[src/rtl/oam_dma.sv]
// Sprite DMA engine for CPU register $4014.
// A CPU write of page P to TRIGGER_ADDR stalls the CPU and copies
// $PP00..$PP(XFER_LEN-1) to OAM_DATA_ADDR as one read cycle followed by one
// write cycle per byte, so the PPU's OAM address auto-increments.
// Optional feature: define OAM_DMA_DMC_STALL_EN to add a dmc_stall input.
// While it is high at the edge ending a READ cycle, that read is discarded
// and the same address is read again.
module oam_dma #(
    parameter logic [15:0] TRIGGER_ADDR  = 16'h4014,
    parameter logic [15:0] OAM_DATA_ADDR = 16'h2004,
    parameter int unsigned XFER_LEN      = 256
) (
    input  logic        cpu_clk,
    input  logic        reset,
    input  logic [15:0] bus_addr,
    input  logic [7:0]  bus_din,
    input  logic        bus_wr,
    input  logic        odd_or_even,
    input  logic [7:0]  mem_rdata,
`ifdef OAM_DMA_DMC_STALL_EN
    input  logic        dmc_stall,
`endif
    output logic        dma_hijack,
    output logic [15:0] dma_addr,
    output logic [7:0]  dma_dout,
    output logic        dma_wr,
    output logic        busy
);

    localparam int unsigned IDX_W  = 8;
    localparam int unsigned DATA_W = 8;
    localparam int unsigned ADDR_W = 16;
    localparam logic [IDX_W-1:0] LAST_IDX = IDX_W'(XFER_LEN - 1);

    typedef enum logic [2:0] {
        IDLE  = 3'd0,
        HALT  = 3'd1,
        ALIGN = 3'd2,
        READ  = 3'd3,
        WRITE = 3'd4
    } state_t;

    state_t              state, state_nx;
    logic [IDX_W-1:0]    page, page_nx;
    logic [IDX_W-1:0]    idx, idx_nx;
    logic [DATA_W-1:0]   latch, latch_nx;

    logic                hijack_nx;
    logic [ADDR_W-1:0]   addr_nx;
    logic [DATA_W-1:0]   dout_nx;
    logic                wr_nx;
    logic                read_hold;

`ifdef OAM_DMA_DMC_STALL_EN
    assign read_hold = dmc_stall;
`else
    assign read_hold = 1'b0;
`endif

    // State and datapath registers
    always_ff @(posedge cpu_clk or negedge reset) begin
        if (!reset) begin
            state <= IDLE;
            page  <= '0;
            idx   <= '0;
            latch <= '0;
        end else begin
            state <= state_nx;
            page  <= page_nx;
            idx   <= idx_nx;
            latch <= latch_nx;
        end
    end

    // Next-state, datapath updates and the bus values for the next cycle
    always_comb begin
        state_nx  = state;
        page_nx   = page;
        idx_nx    = idx;
        latch_nx  = latch;
        hijack_nx = 1'b0;
        addr_nx   = '0;
        dout_nx   = '0;
        wr_nx     = 1'b0;

        unique case (state)
            IDLE: begin
                if (bus_wr && (bus_addr == TRIGGER_ADDR)) begin
                    page_nx  = bus_din;
                    idx_nx   = '0;
                    state_nx = HALT;
                end
            end
            HALT: begin
                state_nx = odd_or_even ? ALIGN : READ;
            end
            ALIGN: begin
                state_nx = READ;
            end
            READ: begin
                if (!read_hold) begin
                    latch_nx = mem_rdata;
                    state_nx = WRITE;
                end
            end
            WRITE: begin
                if (idx == LAST_IDX) begin
                    state_nx = IDLE;
                end else begin
                    idx_nx   = idx + IDX_W'(1);
                    state_nx = READ;
                end
            end
            default: begin
                state_nx = IDLE;
            end
        endcase

        // Outputs follow the state being entered so they register in step with it
        hijack_nx = (state_nx != IDLE);
        if (state_nx == READ) begin
            addr_nx = {page_nx, idx_nx};
        end else if (state_nx == WRITE) begin
            addr_nx = OAM_DATA_ADDR;
            dout_nx = latch_nx;
            wr_nx   = 1'b1;
        end
    end

    // Registered bus outputs
    always_ff @(posedge cpu_clk or negedge reset) begin
        if (!reset) begin
            dma_hijack <= 1'b0;
            busy       <= 1'b0;
            dma_addr   <= '0;
            dma_dout   <= '0;
            dma_wr     <= 1'b0;
        end else begin
            dma_hijack <= hijack_nx;
            busy       <= hijack_nx;
            dma_addr   <= addr_nx;
            dma_dout   <= dout_nx;
            dma_wr     <= wr_nx;
        end
    end

endmodule

[config.mk]
export PLATFORM = sky130hd
export DESIGN_NAME = oam_dma
export DESIGN_NICKNAME = d
export VERILOG_FILES = /design/src/rtl/oam_dma.sv
export SDC_FILE = /design/constraint.sdc
export NUM_CORES = 1
export LEC_CHECK = 0
export ABC_AREA = 0
export BUFFER_PORTS_ARGS = -buffer_cell sky130_fd_sc_hd__buf_2
export CAP_MARGIN = 0
export CORE_UTILIZATION = 44
export DETAILED_ROUTE_END_ITERATION = 12
export PLACE_DENSITY = 0.74
export SYNTH_ARGS = -nofsm -noshare
export SYNTH_HDL_FRONTEND = slang
export SYNTH_SLANG_ARGS = --single-unit
[constraint.sdc]
create_clock -name cpu_clk -period 1.5 [get_ports cpu_clk]
set_input_delay 0.15 -clock cpu_clk [delete_from_list [all_inputs] [get_ports cpu_clk]]
set_output_delay 0.15 -clock cpu_clk [all_outputs]
set_load 0.05 [all_outputs]
==> results.md <==
* **number of endpoints failing setup at the final stage** 34
* **count of state elements after synthesis** 45
* **vias in the first global route** 1519
* **net count of the mapped netlist** 200
* **detailed-route wire length per cell** 14.7 um
* **Worst-Skew Late Latency** 290 ps
* **CTS tree** done
* **post-detailed-routing wire length** 4580 um
* **data arrival time of the critical path** 1830 ps
* **Max IR drop VDD** 1.04 mV
* **number of buffers inserted by port buffering** 62
* **Internal Pwr Total** 0.00285 W
* **Die X-Extent** 67.2 um
* **sequential area share after synthesis** 0.602
* **Die Ht** 67.2 um
* **Worst setup endpoint** page[5]$_DFF_PN0_
* **most instantiated flip-flop cell in the synthesis netlist** dfrtp_1
* **biggest area contributors in the synthesized netlist** dfrtp_1 (60%), a21oi_1 (3.2%), and2_1 (2.7%)
* **CP endpoint kind** flip-flop
* **drt first pass iters** 4
* **number of antenna violations at the first check in global routing** 0
* **period utilization** 1.10
* **beginning of the critical path** state[1]$_DFF_PN0_
* **area share of the largest cell type after synthesis** 0.602
* **placement row count** 23
* **number of library cell types mapped by synthesis** 43
* **first-pass GRT wire length** 6770 um
* **pin count of the biggest net entering global routing** 46
* **total routing resource utilization after global routing** 0.207
* **class of the most critical setup path** reg -> reg
* **Mapped Area** 0.00187 mm^2
* **met3 track utilization from global routing** 0.0372
* **most congested layer reported by global routing** met2
* **final net count** 298
* **Maximum Capacitance Violations** 0
* **power density relative to cell area** 1710 mW/mm^2
* **fraction of synthesis flops using an asynchronous set or reset pin** 1.00
* **global placement routability congestion** 0.803
* **unrepaired setup endpoints after global routing** true
* **most common cell after layout, fill and taps aside** buf_2
* **destination of the worst register-to-register timing path** page[5]$_DFF_PN0_
* **max-slew violation count** 0
* **post-detailed-route via-to-cell ratio** 5.12
* **run status** complete, but fails checks
* **global routing usage on met2** 0.351
* **I/O pin cnt** 63
* **most used cells in the layout excluding fill and tap cells** buf_2 (62), dfrtp_1 (45), buf_4 (21), buf_6 (15), nand2_1 (11)
* **total half-perimeter wirelength after legalization and detailed placement** 2800 um
* **via count** 1591
* **path class of the lowest-slack min-delay path** in -> reg
* **number of sinks on the clock net** 45
* **hold slack final** 55.4 ps
* **clk slew on worst S/H paths** 80 ps
* **total leakage power** 1.42 nW
* **cts bufs inserted** 5
* **EDFF count, synth** 0
* **synthesis warning total** 0
* **setup slack of the most critical reg-to-reg path** -150 ps
* **total placed cells including tap cells** 295
* **starting density of the core** 0.464
* **part of the power in combinational logic** 0.521
* **number of hold-slack violations in the final timing report** 0
* **number of buffers on the longest clock path** 2
* **aggregate global routing overflow** 0
* **slew of the pin with the lowest slew margin** 409 ps
* **worst reg-to-reg path cell count** 5
* **post-layout worst setup margin** -148 ps
* **proportion of power drawn by flip-flops and latches** 0.323
* **worst reg2reg path startpoint** state[1]$_DFF_PN0_
* **GR Layer Usage met1** 0.252
* **count of nets left with antenna violations after detail routing** 0
* **highest net fanout along the worst path** 4
* **Post-Syn Instances** 163
* **H-tree depth** 2
* **Fmax achieved** 607 MHz
* **switch share** 0.415
* **cell chosen for the clock root** clkbuf_8
* **count of non-filler cells in the finished layout** 311
* **part of the total power dissipated in the clock network** 0.156
* **die outline area** 0.00451 mm^2
* **number of DRC markers in iteration 0** 68
* **startpoint type of the worst setup path** flip-flop
* **share of cells above drive strength 1** 0.594
* **min Tclk post-route** 1650 ps
* **P&R area growth vs syn** 52.1%
* **DRC violations left** 0
* **dominant cell type by area after synthesis** dfrtp_1
* **worst slew slack as a fraction of its limit** 0.725
* **power dissipated by switching net loads** 0.00202 W
* **required time at the endpoint of the critical path** 1680 ps
* **CORE AREA** 0.00403 mm^2
* **ANT cells** 0
* **post-route clock skew** 4.87 ps
* **violations in the final reports** setup timing
* **synthesized area per cell** 11.5 um^2
* **post-placement setup slack** -119 ps
stage by stage:
step                utilization  TNS, ps  power (W)  instance area [um^2]
finish                    0.706    -2090    0.00488                  2840
global route              0.706    -4350    0.00513                  2840
CTS                       0.678     -718    0.00465                  2730
detailed placement        0.603    -1810    0.00362                  2430
global placement          0.603    -1030    0.00359                  2430
floorplan                     -     -131    0.00295                  1880
synth_stat cells (2+ instances only):
cell and instances:
nor4b_2 2, and2_1 8, dfrtp_1 45, nor4b_1 2
nand2_1 11, or2_2 2, mux2i_1 2, and3_1 2
nor4_1 3, o21ai_0 10, clkbuf_1 5, nand3_1 10
o221ai_1 2, nor2_1 9, nor3_1 4, xor2_1 2
inv_1 5, buf_4 3, a21oi_1 12
routing by layer:
| metal | routed length [um] | up-vias |
|---|---|---|
| li1 | - | 764 |
| met1 | 1860 | 775 |
| met4 | 81 | 0 |
| met3 | 162 | 8 |
| met2 | 2480 | 44 |
| met5 | 0 | - |
sequential cells by signal (all words and copies together) (netlist names):
signal,cells
dma_addr,16
dma_dout,8
idx,8
page,8
state,3
busy,1
dma_wr,1
worst min-delay path by stage:
stage                       from                    end  cells past startpoint
floorplan                  reset         busy$_DFF_PN0_                      0
global placement           reset       idx[7]$_DFF_PN0_                      2
detailed placement         reset       idx[7]$_DFF_PN0_                      2
CTS                 mem_rdata[6]  dma_dout[6]$_DFF_PN0_                      2
global route        mem_rdata[3]  dma_dout[3]$_DFF_PN0_                      2
finish              mem_rdata[6]  dma_dout[6]$_DFF_PN0_                      2
cells by family after synthesis:
group | synth area share
and+or+nand+nor | 0.230
DFF | 0.602
AOI/OAI and AO/OA | 0.100
buffers and inverters | 0.0348
muxes | 0.0167
xor gates and xnor gates | 0.00937
adders and majority gates | 0.00669
what timing repair did:
item                                   4_1_cts  5_1_grt
pin swaps                                   20        3
setup endpoints to repair                   34       42
endpoints found under the hold margin       45        0
buffers inserted                             2        3
hold buffers                                 1        0
gates resized for setup                     47       23
cloned                                       3        0
power groups by stage:
| stage | clock network (W) | registers, W | logic, W |
|---|---|---|---|
| floorplan | 0 | 0.00217 | 0.000780 |
| global placement | 0 | 0.00159 | 0.00200 |
| detailed placement | 0 | 0.00159 | 0.00203 |
| CTS | 0.000770 | 0.00158 | 0.00230 |
| global route | 0.000808 | 0.00160 | 0.00272 |
| finish | 0.000759 | 0.00157 | 0.00254 |
worst max-delay path, stage by stage (launching register included):
cell      delay [ps]
dfrtp_1          450
buf_6            150
nor2_4           100
nand4b_1         270
nor2_4           250
mux2_4           320
cell type report:
class / instances / area, um^2
flip-flops and latches: 45 / 1130
well taps: 50 / 62.6
inverters: 5 / 18.8
fillers: 289 / 1180
repair buffers: 100 / 667
multi-input cells: 104 / 880
clock buffers: 6 / 82.6
clock inverters: 1 / 7.51
Power figures use the tool's default switching activity.
